<file path="config.mk">
export PLATFORM = sky130hd
export DESIGN_NAME = sdram_addr_req_gen_flat
export DESIGN_NICKNAME = d
export VERILOG_FILES = /design/src/rtl/sdram_addr_req_gen_if.sv /design/src/rtl/sdram_addr_req_gen.sv /design/src/flat_wrapper.sv
export SDC_FILE = /design/constraint.sdc
export NUM_CORES = 1
export LEC_CHECK = 0
export BUFFER_PORTS_ARGS = -buffer_cell sky130_fd_sc_hd__buf_2
export CAP_MARGIN = 20
export CORE_MARGIN = 8
export CORE_UTILIZATION = 56
export DETAILED_ROUTE_END_ITERATION = 8
export PLACE_DENSITY = 0.85
export SLEW_MARGIN = 30
export SYNTH_ARGS = -nofsm -noshare
export SYNTH_HDL_FRONTEND = slang
export SYNTH_SLANG_ARGS = --single-unit
</file>
<file path="constraint.sdc">
create_clock -name clk -period 3.2 [get_ports clk]
set_input_delay 0.8 -clock clk [delete_from_list [all_inputs] [get_ports clk]]
set_output_delay 0.8 -clock clk [all_outputs]
set_load 0.02 [all_outputs]
</file>
<file path="src/rtl/sdram_addr_req_gen_if.sv">
// Wishbone host-side bus between the SDRAM request generator (master) and the controller port (slave).
interface sdram_addr_req_gen_if #(
  parameter int unsigned DATA_W = 32
) ();
  logic              wb_cyc_o;
  logic              wb_stb_o;
  logic              wb_we_o;
  logic [24:0]       wb_addr_o;
  logic [3:0]        wb_sel_o;
  logic [DATA_W-1:0] wb_dat_o;
  logic              wb_ack_i;
  logic [DATA_W-1:0] wb_dat_i;

  modport master (
    output wb_cyc_o, wb_stb_o, wb_we_o, wb_addr_o, wb_sel_o, wb_dat_o,
    input  wb_ack_i, wb_dat_i
  );

  modport slave (
    input  wb_cyc_o, wb_stb_o, wb_we_o, wb_addr_o, wb_sel_o, wb_dat_o,
    output wb_ack_i, wb_dat_i
  );
endinterface

</file>
<file path="src/rtl/sdram_addr_req_gen.sv">
// Composes {row,bank,col} SDRAM addresses from a logical command and issues a burst of single-beat
// Wishbone transfers. Optional address self-check enabled by macro SDRAM_ADDR_CHECK_EN.
module sdram_addr_req_gen #(
  parameter int unsigned TIMEOUT = 64,
  parameter int unsigned DATA_W  = 32
) (
  input  logic              clk,
  input  logic              resetn,
  input  logic [1:0]        cfg_colbits,
  input  logic              cmd_valid,
  output logic              cmd_ready,
  input  logic              cmd_we,
  input  logic [11:0]       cmd_row,
  input  logic [1:0]        cmd_bank,
  input  logic [10:0]       cmd_col,
  input  logic [3:0]        cmd_len,
  input  logic [DATA_W-1:0] cmd_wdata,
  sdram_addr_req_gen_if.master wb,
  output logic [DATA_W-1:0] rd_data_o,
  output logic              rd_valid_o,
  output logic              done_o,
  output logic              err_o
`ifdef SDRAM_ADDR_CHECK_EN
  ,
  output logic              addr_mismatch_o
`endif
);

  localparam int unsigned WAIT_W = (TIMEOUT > 1) ? $clog2(TIMEOUT) : 1;

  typedef enum logic [1:0] {S_IDLE, S_BUS, S_DONE, S_ERR} state_e;

  state_e              state_q;
  logic [11:0]         row_q;
  logic [1:0]          bank_q;
  logic [1:0]          colbits_q;
  logic [10:0]         col_q;
  logic [3:0]          len_q;
  logic [3:0]          beat_q;
  logic [WAIT_W-1:0]   wait_q;
  logic                cmd_ready_q;
  logic                cyc_q;
  logic                we_q;
  logic [3:0]          sel_q;
  logic [24:0]         addr_q;
  logic [DATA_W-1:0]   dat_q;
  logic [DATA_W-1:0]   rd_data_q;
  logic                rd_valid_q;
  logic                done_q;
  logic                err_q;

  logic [10:0]         acc_col_d;
  logic [24:0]         acc_addr_d;
  logic [10:0]         nxt_col_d;
  logic [24:0]         nxt_addr_d;
  logic                last_beat_d;
  logic                timeout_d;

  // Keep only the n = 8 + colbits column bits; higher column bits never reach the address.
  function automatic logic [10:0] col_mask(input logic [10:0] c, input logic [1:0] cb);
    return c & (11'h7FF >> (2'd3 - cb));
  endfunction

  function automatic logic [24:0] compose(input logic [11:0] r, input logic [1:0] b,
                                          input logic [10:0] c, input logic [1:0] cb);
    logic [24:0] a;
    unique case (cb)
      2'd0:    a = {3'b000, r, b, c[7:0]};
      2'd1:    a = {2'b00,  r, b, c[8:0]};
      2'd2:    a = {1'b0,   r, b, c[9:0]};
      default: a = {r, b, c};
    endcase
    return a;
  endfunction

  always_comb begin
    acc_col_d   = col_mask(cmd_col & 11'h7FC, cfg_colbits);
    acc_addr_d  = compose(cmd_row, cmd_bank, acc_col_d, cfg_colbits);
    nxt_col_d   = col_mask(col_q + 11'd4, colbits_q);
    nxt_addr_d  = compose(row_q, bank_q, nxt_col_d, colbits_q);
    last_beat_d = (beat_q == len_q);
    timeout_d   = (wait_q == WAIT_W'(TIMEOUT - 1));
  end

  // Burst sequencer; an ack on the final wait cycle still completes the beat.
  always_ff @(posedge clk or negedge resetn) begin
    if (!resetn) begin
      state_q     <= S_IDLE;
      row_q       <= '0;
      bank_q      <= '0;
      colbits_q   <= '0;
      col_q       <= '0;
      len_q       <= '0;
      beat_q      <= '0;
      wait_q      <= '0;
      cmd_ready_q <= 1'b1;
      cyc_q       <= 1'b0;
      we_q        <= 1'b0;
      sel_q       <= '0;
      addr_q      <= '0;
      dat_q       <= '0;
      rd_data_q   <= '0;
      rd_valid_q  <= 1'b0;
      done_q      <= 1'b0;
      err_q       <= 1'b0;
    end else begin
      rd_valid_q <= 1'b0;
      done_q     <= 1'b0;
      err_q      <= 1'b0;
      unique case (state_q)
        S_IDLE: begin
          if (cmd_valid && cmd_ready_q) begin
            state_q     <= S_BUS;
            cmd_ready_q <= 1'b0;
            row_q       <= cmd_row;
            bank_q      <= cmd_bank;
            colbits_q   <= cfg_colbits;
            col_q       <= acc_col_d;
            len_q       <= cmd_len;
            beat_q      <= '0;
            wait_q      <= '0;
            cyc_q       <= 1'b1;
            we_q        <= cmd_we;
            sel_q       <= 4'hF;
            addr_q      <= acc_addr_d;
            dat_q       <= cmd_wdata;
          end
        end
        S_BUS: begin
          if (wb.wb_ack_i) begin
            if (!we_q) begin
              rd_data_q  <= wb.wb_dat_i;
              rd_valid_q <= 1'b1;
            end
            if (last_beat_d) begin
              state_q <= S_DONE;
              cyc_q   <= 1'b0;
              we_q    <= 1'b0;
              sel_q   <= '0;
              done_q  <= 1'b1;
            end else begin
              beat_q <= beat_q + 4'd1;
              wait_q <= '0;
              col_q  <= nxt_col_d;
              addr_q <= nxt_addr_d;
              dat_q  <= dat_q + DATA_W'(1);
            end
          end else if (timeout_d) begin
            state_q <= S_ERR;
            cyc_q   <= 1'b0;
            we_q    <= 1'b0;
            sel_q   <= '0;
            err_q   <= 1'b1;
          end else begin
            wait_q <= wait_q + WAIT_W'(1);
          end
        end
        S_DONE, S_ERR: begin
          state_q     <= S_IDLE;
          cmd_ready_q <= 1'b1;
        end
        default: begin
          state_q     <= S_IDLE;
          cmd_ready_q <= 1'b1;
          cyc_q       <= 1'b0;
        end
      endcase
    end
  end

  assign cmd_ready    = cmd_ready_q;
  assign wb.wb_cyc_o  = cyc_q;
  assign wb.wb_stb_o  = cyc_q;
  assign wb.wb_we_o   = we_q;
  assign wb.wb_sel_o  = sel_q;
  assign wb.wb_addr_o = addr_q;
  assign wb.wb_dat_o  = dat_q;
  assign rd_data_o    = rd_data_q;
  assign rd_valid_o   = rd_valid_q;
  assign done_o       = done_q;
  assign err_o        = err_q;

`ifdef SDRAM_ADDR_CHECK_EN
  logic [11:0] dec_row_c;
  logic [1:0]  dec_bank_c;
  logic [10:0] dec_col_c;
  logic        mismatch_q;

  // Decode the driven address back with the burst's latched column width.
  always_comb begin
    dec_row_c  = 12'(addr_q >> (5'd10 + {3'b000, colbits_q}));
    dec_bank_c = 2'(addr_q >> (5'd8 + {3'b000, colbits_q}));
    dec_col_c  = col_mask(addr_q[10:0], colbits_q);
  end

  always_ff @(posedge clk or negedge resetn) begin
    if (!resetn) begin
      mismatch_q <= 1'b0;
    end else if (cyc_q && ((dec_row_c != row_q) || (dec_bank_c != bank_q) ||
                           (dec_col_c[10:2] != col_q[10:2]))) begin
      mismatch_q <= 1'b1;
    end
  end

  assign addr_mismatch_o = mismatch_q;
`endif

endmodule
</file>
<file path="src/flat_wrapper.sv">
// flat-port wrapper written by rule: the top's interface ports become plain ports
module sdram_addr_req_gen_flat 
#(
  parameter int unsigned TIMEOUT = 64,
  parameter int unsigned DATA_W  = 32
)
  (clk, resetn, cfg_colbits, cmd_valid, cmd_ready, cmd_we, cmd_row, cmd_bank, cmd_col, cmd_len, cmd_wdata, rd_data_o, rd_valid_o, done_o, err_o, wb_wb_cyc_o, wb_wb_stb_o, wb_wb_we_o, wb_wb_addr_o, wb_wb_sel_o, wb_wb_dat_o, wb_wb_ack_i, wb_wb_dat_i);
  sdram_addr_req_gen_if #(.DATA_W(DATA_W)) wb_i ();
  input  logic clk;
  input  logic resetn;
  input  logic [1:0] cfg_colbits;
  input  logic cmd_valid;
  output logic cmd_ready;
  input  logic cmd_we;
  input  logic [11:0] cmd_row;
  input  logic [1:0] cmd_bank;
  input  logic [10:0] cmd_col;
  input  logic [3:0] cmd_len;
  input  logic [DATA_W-1:0] cmd_wdata;
  output logic [DATA_W-1:0] rd_data_o;
  output logic rd_valid_o;
  output logic done_o;
  output logic err_o;
  output wire logic [$bits(wb_i.wb_cyc_o)-1:0] wb_wb_cyc_o;
  output wire logic [$bits(wb_i.wb_stb_o)-1:0] wb_wb_stb_o;
  output wire logic [$bits(wb_i.wb_we_o)-1:0] wb_wb_we_o;
  output wire logic [$bits(wb_i.wb_addr_o)-1:0] wb_wb_addr_o;
  output wire logic [$bits(wb_i.wb_sel_o)-1:0] wb_wb_sel_o;
  output wire logic [$bits(wb_i.wb_dat_o)-1:0] wb_wb_dat_o;
  input wire logic [$bits(wb_i.wb_ack_i)-1:0] wb_wb_ack_i;
  input wire logic [$bits(wb_i.wb_dat_i)-1:0] wb_wb_dat_i;
  assign wb_wb_cyc_o = wb_i.wb_cyc_o;
  assign wb_wb_stb_o = wb_i.wb_stb_o;
  assign wb_wb_we_o = wb_i.wb_we_o;
  assign wb_wb_addr_o = wb_i.wb_addr_o;
  assign wb_wb_sel_o = wb_i.wb_sel_o;
  assign wb_wb_dat_o = wb_i.wb_dat_o;
  assign wb_i.wb_ack_i = wb_wb_ack_i;
  assign wb_i.wb_dat_i = wb_wb_dat_i;
  sdram_addr_req_gen #(.TIMEOUT(TIMEOUT), .DATA_W(DATA_W)) u_core (.clk(clk), .resetn(resetn), .cfg_colbits(cfg_colbits), .cmd_valid(cmd_valid), .cmd_ready(cmd_ready), .cmd_we(cmd_we), .cmd_row(cmd_row), .cmd_bank(cmd_bank), .cmd_col(cmd_col), .cmd_len(cmd_len), .cmd_wdata(cmd_wdata), .wb(wb_i), .rd_data_o(rd_data_o), .rd_valid_o(rd_valid_o), .done_o(done_o), .err_o(err_o));
endmodule
</file>
[Yosys cells after proc, flatten, opt, wreduce, memory -nomap -nowiden]
Cells that the tools add are included.
Cells by class
  $add $sub $neg: 6
  muxes and demuxes: 51
  shift operators: 2
  reductions and logical operators: 14
  bitwise logic cells: 3
  equal/unequal tests: 16
Operator list (count)
  case mux 25 bit (3 select lines): 2
  2-to-1 mux 32 bit: 3
  2-to-1 mux 25 bit: 3
  case mux 32 bit (2 select lines): 1
  case mux 25 bit (2 select lines): 1
  2-to-1 mux 11 bit: 3
  adder 32 x 1 -> 32 bit, second input constant: 1
  2-to-1 mux 4 bit: 7
  2-to-1 mux 6 bit: 4
  bitwise AND 11 bit: 2
  case mux 11 bit (2 select lines): 1
  >> shifter 11 x 2 -> 11 bit, first input constant: 2
  case mux 4 bit (2 select lines): 2
  2-to-1 mux 1 bit: 15
  case mux 6 bit (2 select lines): 1
  AND reduction 4 bit: 3
  adder 11 x 3 -> 11 bit, second input constant: 1
  equality test 2 bit, second input constant: 4
  2-to-1 mux 2 bit: 4
  adder 6 x 1 -> 6 bit, second input constant: 1
  equality test 2 x 1 -> 1 bit, second input constant: 3
  equality test 6 bit, second input constant: 1
  zero test 2 bit: 3
  != test 3 x 2 -> 1 bit, second input constant: 2
  14 further kinds: 22
Storage, ports and cells
  input port bits: 100
  register bits after elaboration: 142

[Logic depth before layout (Yosys ltp)]
Gate-level depths: netlist of the first run.
  depth after elaboration: 7
  mapped depth: 7

[Worst setup path before layout of the first run]
No wires, ideal clock.
  path kind: flip-flop to flip-flop
  start: reg u_core.dat_q[0] (netlist: u_core.wb.wb_dat_o[0])
  end: reg u_core.dat_q[18] (netlist: u_core.wb.wb_dat_o[18])
  clock period less this slack: 2.099 ns
  data arrival time: 1.973 ns
  buffers on the path: 0
  data required time: 3.074 ns
  slack: 1.101 ns
  stages on the path, launching flop included: 7
  cell sequence: dfrtp_1 -> ha_1 -> nand3_4 -> or4_4 -> nor3_2 -> o21ai_1 -> a221o_1
Between the ends
  word-level cells in the longest chain between the ends: 4
RTL lines
  from (decl): line sdram_addr_req_gen.sv:46  | logic [DATA_W-1:0] dat_q;
  from (signal assigned): line sdram_addr_req_gen.sv:126  | dat_q <= cmd_wdata;
  from (signal assigned): line sdram_addr_req_gen.sv:146  | dat_q <= dat_q + DATA_W'(1);
  adder 32 x 1 -> 32 bit: line sdram_addr_req_gen.sv:146
  2-to-1 mux 32 bit: line sdram_addr_req_gen.sv:135  | if (last_beat_d) begin
  2-to-1 mux 32 bit: line sdram_addr_req_gen.sv:130  | if (wb.wb_ack_i) begin
  case mux 32 bit (2 select lines): line sdram_addr_req_gen.sv:110  | unique case (state_q)
No other way between the ends. The select of a mux whose other input is x is not followed.
A chain may end at the register's enable or synchronous reset.

[Worst setup path after layout of the first run]
  start: reg u_core.dat_q[0] (netlist: u_core.wb.wb_dat_o[0])
  end: reg u_core.dat_q[30] (netlist: u_core.wb.wb_dat_o[30])
The elaborated chain is that of the path after synthesis.

==> impl_metrics.env, run 1 <==
export IMPL_diodes=0
export IMPL_worstRegToRegCells=6
export IMPL_routed_via_density=6.07
export IMPL_detail_route_antenna_nets=0
export IMPL_p_sw_mw=4.02
export IMPL_syn_avg_cell_area_um2=9.66
export IMPL_synth_cells_most_frequent="131 x nand2_1, 129 x dfrtp_1, 57 x nor2_1"
export IMPL_antenna_found_initial=0
export IMPL_seq_area_um2=3260
export IMPL_synth_cells=706
export IMPL_clk_latency_ns=0.41
export IMPL_portBuffers=197
export IMPL_synth_async_reset_ratio_pct=100
export IMPL_multi_input_area_um2=3290
export IMPL_critPathLaunchType="register"
export IMPL_cp_max_fo=8
export IMPL_grt_use_total_pct=24.7
export IMPL_max_freq_mhz=450
export IMPL_cpMaxStageDelayCell="nor4_2"
export IMPL_final_hold_viol_count=0
export IMPL_rrSetupSlack_ns=0.98
export IMPL_hold_slack_ns=0.468
export IMPL_fin_util_pct=70.9
export IMPL_totalWireLength_mm=19.3
export IMPL_finalCriticalPeriod_ns=2.22
export IMPL_drv_slew=0
export IMPL_ir_drop_v=0.000588
export IMPL_synth_nets=810
export IMPL_arrival_ns=2.57
export IMPL_p_seq_share_pct=34.3
export IMPL_cts_setup_buffers=0
export IMPL_overflow=0
export IMPL_slowest_delay_ns=0.49
export IMPL_clockRootBuffer="clkbuf_16"
export IMPL_finalPower_mw=9.28
export IMPL_path_cells="ha_1, nand3_4, nor4_2, nand2_1, or4_1, nand3_1"
export IMPL_cts_hold_buf=0
export IMPL_dieArea_um2=16000
export IMPL_io_pins=200
export IMPL_htreeDepth=4
export IMPL_cts_sinks=130
export IMPL_crit_required_ns=3.55
export IMPL_synth_seq_area_share_pct=47.7
export IMPL_finalSetupViolations=0
export IMPL_r2r_end="u_core.wb.wb_dat_o[30]$_DFFE_PN0P_"
export IMPL_dieHeight_um=126
export IMPL_gp_congestion=0.867
export IMPL_dp_hpwl_mm=13.1
export IMPL_yosysWarnings=0
export IMPL_final_cells=1040
export IMPL_nets=984
export IMPL_cts_inserted_buffers=17
export IMPL_wire_per_inst_um=18.6
export IMPL_use_met2_pct=40.3
export IMPL_clkPwrFrac_pct=21.3
export IMPL_vias=6316
export IMPL_dp_cells=1008
export IMPL_start_util_pct=57.0
export IMPL_rsz0062_at_grt="false"
export IMPL_clk_pin_slew_ns=0.05
export IMPL_intPower_mw=5.26
export IMPL_power_density_nw_per_um2=1090
export IMPL_grt_start_max_net_pins=131
export IMPL_ys_ff_latch=130
export IMPL_status="complete, no violations"
export IMPL_cts_resized=0
export IMPL_p_leak_nw=3.94
export IMPL_slew_headroom_pct=42.1
export IMPL_fin_crit_sh_pct=69.4
export IMPL_cts_max_path_buffers=2
export IMPL_worst_slew_pin_slew_ns=0.864
export IMPL_remaining_drc_errors=0
export IMPL_tritoncts="built"
export IMPL_row_count=40
export IMPL_r2r_start="u_core.wb.wb_dat_o[0]$_DFFE_PN0P_"
export IMPL_netSwitchingFraction_pct=43.3
export IMPL_nFillCells=889
export IMPL_core_um2=12000
export IMPL_synth_ff_type="dfrtp_1"
export IMPL_pwr_share_comb_pct=44.4
export IMPL_critPathCaptureType="register"
export IMPL_maxCapViolations=0
export IMPL_synthToLayoutAreaGrowth_pct=24.3
export IMPL_synth_area_um2=6820
export IMPL_gr_usage_met3_pct=5.61
export IMPL_synth_edff_count=0
export IMPL_drive_above_1_share_pct=31.1
export IMPL_grt_pass1_wl_mm=31.9
export IMPL_synth_area_leader_cell="dfrtp_1"
export IMPL_crit_type="reg -> reg"
export IMPL_netlist_cell_type_count=65
export IMPL_yosys_top_cells_area="dfrtp_1 47%, nand2_1 7.2%, mux2_1 4.5%"
export IMPL_hold_class="in -> async"
export IMPL_synth_most_common_cell="nand2_1"
export IMPL_use_met1_pct=30.9
export IMPL_netlist_area_leader_share_pct=47.3
export IMPL_skew_ns=0.00710
export IMPL_initialDrtViolationCount=859
export IMPL_dr_pass1_iters=5
export IMPL_grt_busiest_layer="met2"
export IMPL_fin_setup_tns_ns=0
export IMPL_fp_dieW_um=126
export IMPL_grt_pass1_vias=6322
per-stage QoR:
stage / cell area (µm²) / setup WS [ns]
detailed placement: 7880 / 0.704
floorplan: 6820 / 1.10
global route: 8480 / 0.780
finish: 8480 / 0.978
global placement: 7880 / 0.731
CTS: 8480 / 1.03
worst max-delay path by stage:
stage	start	depth (start not counted)	slack (ns)	end
after global placement	wb_wb_ack_i	7	0.73	u_core.col_q[9]$_DFFE_PN0P_
after floorplan	u_core.wb.wb_dat_o[0]$_DFFE_PN0P_	6	1.10	u_core.wb.wb_dat_o[18]$_DFFE_PN0P_
final	u_core.wb.wb_dat_o[0]$_DFFE_PN0P_	6	0.98	u_core.wb.wb_dat_o[30]$_DFFE_PN0P_
after CTS	u_core.wb.wb_dat_o[0]$_DFFE_PN0P_	6	1.03	u_core.wb.wb_dat_o[30]$_DFFE_PN0P_
after detailed placement	wb_wb_ack_i	7	0.70	u_core.col_q[9]$_DFFE_PN0P_
after global routing	u_core.wb.wb_dat_o[0]$_DFFE_PN0P_	6	0.78	u_core.wb.wb_dat_o[30]$_DFFE_PN0P_
flip-flops by register name, indices dropped and copies added, names as in the netlist:
signal,cells
u_core.rd_valid_o,1
u_core.err_o,1
u_core.beat_q,4
u_core.wb.wb_sel_o,1
u_core.len_q,4
u_core.colbits_q,2
u_core.bank_q,2
u_core.wb.wb_dat_o,32
u_core.rd_data_o,32
u_core.wb.wb_addr_o,17
u_core.row_q,12
u_core.wait_q,6
u_core.done_o,1
u_core.wb.wb_we_o,1
u_core.cmd_ready,1
u_core.state_q,2
u_core.col_q,11
worst max-delay path, delay by kind of cell, from the launching register on:
family	cells	cell delay, ns
AND/OR/NAND/NOR	5	1.44
flip-flops	1	0.44
adder cells (fa/ha/maj)	1	0.27
routing by layer:
layer | part of all wire (%) | up-vias
met2 | 49 | 306
met3 | 7.9 | 37
met1 | 41 | 3073
met5 | 0 | -
li1 | - | 2900
met4 | 1.9 | 0
cells in the final DEF, fill, tap and decap left out, drive strengths merged, types with 4 or more instances in the layout:
cell / synthesis / layout
o211ai: 17 / 17
a31oi: 12 / 12
nor4: 6 / 6
o311ai: 8 / 8
or4: 4 / 4
a211oi: 6 / 6
mux2i: 15 / 15
nand3: 35 / 35
a21oi: 37 / 37
nor2b: 6 / 6
clkbuf: 23 / 27
o21ai: 31 / 31
xnor2: 6 / 6
a22oi: 4 / 4
nor2: 57 / 57
a221o: 4 / 4
o22ai: 6 / 6
and3: 6 / 6
nand4: 12 / 12
dfrtp: 129 / 129
mux4: 8 / 8
o31ai: 4 / 4
nor3: 13 / 13
inv: 7 / 7
ha: 4 / 4
nand2: 132 / 132
buf: 34 / 212
nand3b: 4 / 4
mux2: 40 / 40
power by group through the flow:
stage / logic, mW / clock network [mW] / registers, mW
2_1_floorplan: 2.32 / 0 / 3.59
3_3_place_gp: 4.00 / 0 / 3.12
3_5_place_dp: 4.10 / 0 / 3.18
4_1_cts: 4.14 / 2.00 / 3.16
5_1_grt: 4.51 / 2.06 / 3.29
6_report: 4.12 / 1.97 / 3.18
layout make-up:
| cell class | count | share of cell area, % |
|---|---|---|
| multi-input cells | 512 | 38.8 |
| flip-flops and latches | 130 | 38.4 |
| repair buffers | 212 | 13.3 |
| clock buffers | 27 | 5.93 |
| well taps | 147 | 2.17 |
| clock inverters | 5 | 1.18 |
| inverters | 7 | 0.310 |
kinds of logic after synthesis:
kind of cell | count (synthesis) | synth area share, %
simple gates | 288 | 20.0
compound gates | 148 | 14.5
flops | 130 | 47.7
buf+inv | 64 | 4.51
mux | 63 | 11.4
xor+xnor | 9 | 1.16
fa+ha+maj | 4 | 0.734
(Power assumes the default switching activity.)
==> run 2: changes to the inputs <==
--- a/config.mk
+++ b/config.mk
@@ -8,9 +8,9 @@
 export BUFFER_PORTS_ARGS = -buffer_cell sky130_fd_sc_hd__buf_2
 export CAP_MARGIN = 20
 export CORE_MARGIN = 8
-export CORE_UTILIZATION = 56
+export CORE_UTILIZATION = 52
 export DETAILED_ROUTE_END_ITERATION = 8
-export PLACE_DENSITY = 0.85
+export PLACE_DENSITY = 0.8
 export SLEW_MARGIN = 30
 export SYNTH_ARGS = -nofsm -noshare
 export SYNTH_HDL_FRONTEND = slang
==> constraint.sdc (replaced) <==
create_clock -name clk -period 2.3 [get_ports clk]
set_input_delay 0.575 -clock clk [delete_from_list [all_inputs] [get_ports clk]]
set_output_delay 0.575 -clock clk [all_outputs]
set_load 0.02 [all_outputs]
==> impl_metrics.env, run 2 (synthesis gave the netlist of run 1 again) <==
export IMPL_status="complete, no violations"
export IMPL_r2r_end="u_core.wb.wb_dat_o[16]$_DFFE_PN0P_"
export IMPL_htreeDepth=4
export IMPL_r2r_start="u_core.wb.wb_dat_o[0]$_DFFE_PN0P_"
export IMPL_clk_pin_slew_ns=0.06
export IMPL_synthToLayoutAreaGrowth_pct=27.9
export IMPL_dpl_cell_area_um2=8060
export IMPL_fin_util_pct=67.0
export IMPL_max_freq_mhz=462
export IMPL_dp_hpwl_mm=14.2
export IMPL_cp_max_fo=7
export IMPL_critPathCaptureType="register"
export IMPL_fin_setup_tns_ns=0
export IMPL_final_cells=1081
export IMPL_remaining_drc_errors=0
export IMPL_totalWireLength_mm=20.2
export IMPL_routed_via_density=5.88
export IMPL_worstRegToRegCells=6
export IMPL_rsz0062_at_grt="false"
export IMPL_dieArea_um2=17000
export IMPL_antenna_found_initial=0
export IMPL_power_density_nw_per_um2=1540
export IMPL_rrSetupSlack_ns=0.14
export IMPL_drv_slew=0
export IMPL_grt_pass1_wl_mm=31.4
export IMPL_nFillCells=1058
export IMPL_critPathLaunchType="register"
export IMPL_p_leak_nw=4.05
export IMPL_start_util_pct=52.4
export IMPL_core_um2=13000
export IMPL_dr_pass1_iters=5
export IMPL_grt_use_total_pct=23.6
export IMPL_grt_pass1_vias=6102
export IMPL_final_common_cell="buf_2"
export IMPL_nets=996
export IMPL_hold_class="in -> async"
export IMPL_fin_area_um2=8730
export IMPL_crit_required_ns=2.60
export IMPL_worst_slew_pin_slew_ns=0.668
export IMPL_gp_congestion=0.818
export IMPL_cts_hold_buf=0
export IMPL_drive_above_1_share_pct=32.3
export IMPL_initialDrtViolationCount=560
export IMPL_io_pins=200
export IMPL_final_hold_viol_count=0
export IMPL_slew_headroom_pct=55.2
export IMPL_portBuffers=197
export IMPL_fin_crit_sh_pct=94.1
export IMPL_skew_ns=0.00907
export IMPL_crit_type="reg -> reg"
export IMPL_row_count=42
export IMPL_diodes=0
export IMPL_dp_cells=1049
export IMPL_arrival_ns=2.46
export IMPL_wire_per_inst_um=18.6
export IMPL_hold_slack_ns=0.114
export IMPL_ir_drop_v=0.000617
export IMPL_detail_route_antenna_nets=0
export IMPL_mostFrequentLayoutCells="196 x buf_2, 131 x nand2_1, 129 x dfrtp_1, 55 x nor2_1, 37 x a21oi_1"
export IMPL_dieHeight_um=131
export IMPL_finalCriticalPeriod_ns=2.16
export IMPL_cts_sinks=130
export IMPL_vias=6361
export IMPL_fp_dieW_um=131
export IMPL_cts_max_path_buffers=2
export IMPL_cts_inserted_buffers=17
export IMPL_grt_start_max_net_pins=57
export IMPL_tritoncts="built"
export IMPL_overflow=0
export IMPL_finalSetupViolations=0
export IMPL_maxCapViolations=0
export IMPL_clockRootBuffer="clkbuf_16"
export IMPL_clk_latency_ns=0.42
-- run 2: repair_timing --
| action | in CTS | in global routing |
|---|---|---|
| buffers inserted | 0 | 0 |
| setup endpoints to repair | 0 | 1 |
| resized for setup | 0 | 1 |
-- run 2: worst max-delay path, stage by stage (launching register included) --
cell and delay (ns):
dfrtp_1 0.42, ha_1 0.28, nand3_4 0.16, or4_4 0.59, nor3_1 0.31, nand4_1 0.14
o311a_1 0.15
-- run 2: final cells by class --
class	count	area (µm²)	area share, %
Tap cell	176	220	2.52
Inverter	7	26.3	0.301
Clock inverter	11	208	2.38
Clock buffer	21	450	5.16
Multi-Input combinational cell	512	3300	37.8
Timing Repair Buffer	224	1270	14.6
Sequential cell	130	3250	37.3
-- run 2: where the power goes --
part	internal [mW]	leakage, nW	switching (mW)	total [mW]
Sequential	3.33	1.59	1.00	4.33
Clock	2.05	0.321	0.974	3.03
Combinational	2.31	2.15	3.74	6.05
Total	7.69	4.05	5.72	13.4
-- run 2: metrics by stage --
step	power, mW	setup WS [ns]
2_1_floorplan	8.23	0.201
3_3_place_gp	10.1	0.175
3_5_place_dp	10.3	0.0928
4_1_cts	13.5	0.100
5_1_grt	14.2	0.0448
6_report	13.4	0.135
-- run 2: how the worst max path moves through the flow --
stage	startpoint	slack [ns]	cells past startpoint	endpoint
after floorplan	u_core.wb.wb_dat_o[0]$_DFFE_PN0P_	0.20	6	u_core.wb.wb_dat_o[18]$_DFFE_PN0P_
after global placement	u_core.wb.wb_dat_o[0]$_DFFE_PN0P_	0.18	6	u_core.wb.wb_dat_o[26]$_DFFE_PN0P_
after detailed placement	wb_wb_ack_i	0.09	7	u_core.wb.wb_dat_o[22]$_DFFE_PN0P_
after CTS	u_core.wb.wb_dat_o[0]$_DFFE_PN0P_	0.10	6	u_core.wb.wb_dat_o[26]$_DFFE_PN0P_
after global routing	u_core.wb.wb_dat_o[0]$_DFFE_PN0P_	0.04	6	u_core.wb.wb_dat_o[18]$_DFFE_PN0P_
final	u_core.wb.wb_dat_o[0]$_DFFE_PN0P_	0.14	6	u_core.wb.wb_dat_o[16]$_DFFE_PN0P_
-- run 2: per-layer routing --
metal,wire [µm],global-route usage (%),share of wire (%),up-vias
met2,10100,39.3,50,248
met4,321,9.05,1.6,0
met5,0,0,0,-
li1,-,-,-,2944
met1,8360,29.7,41,3138
met3,1380,4.87,6.9,31
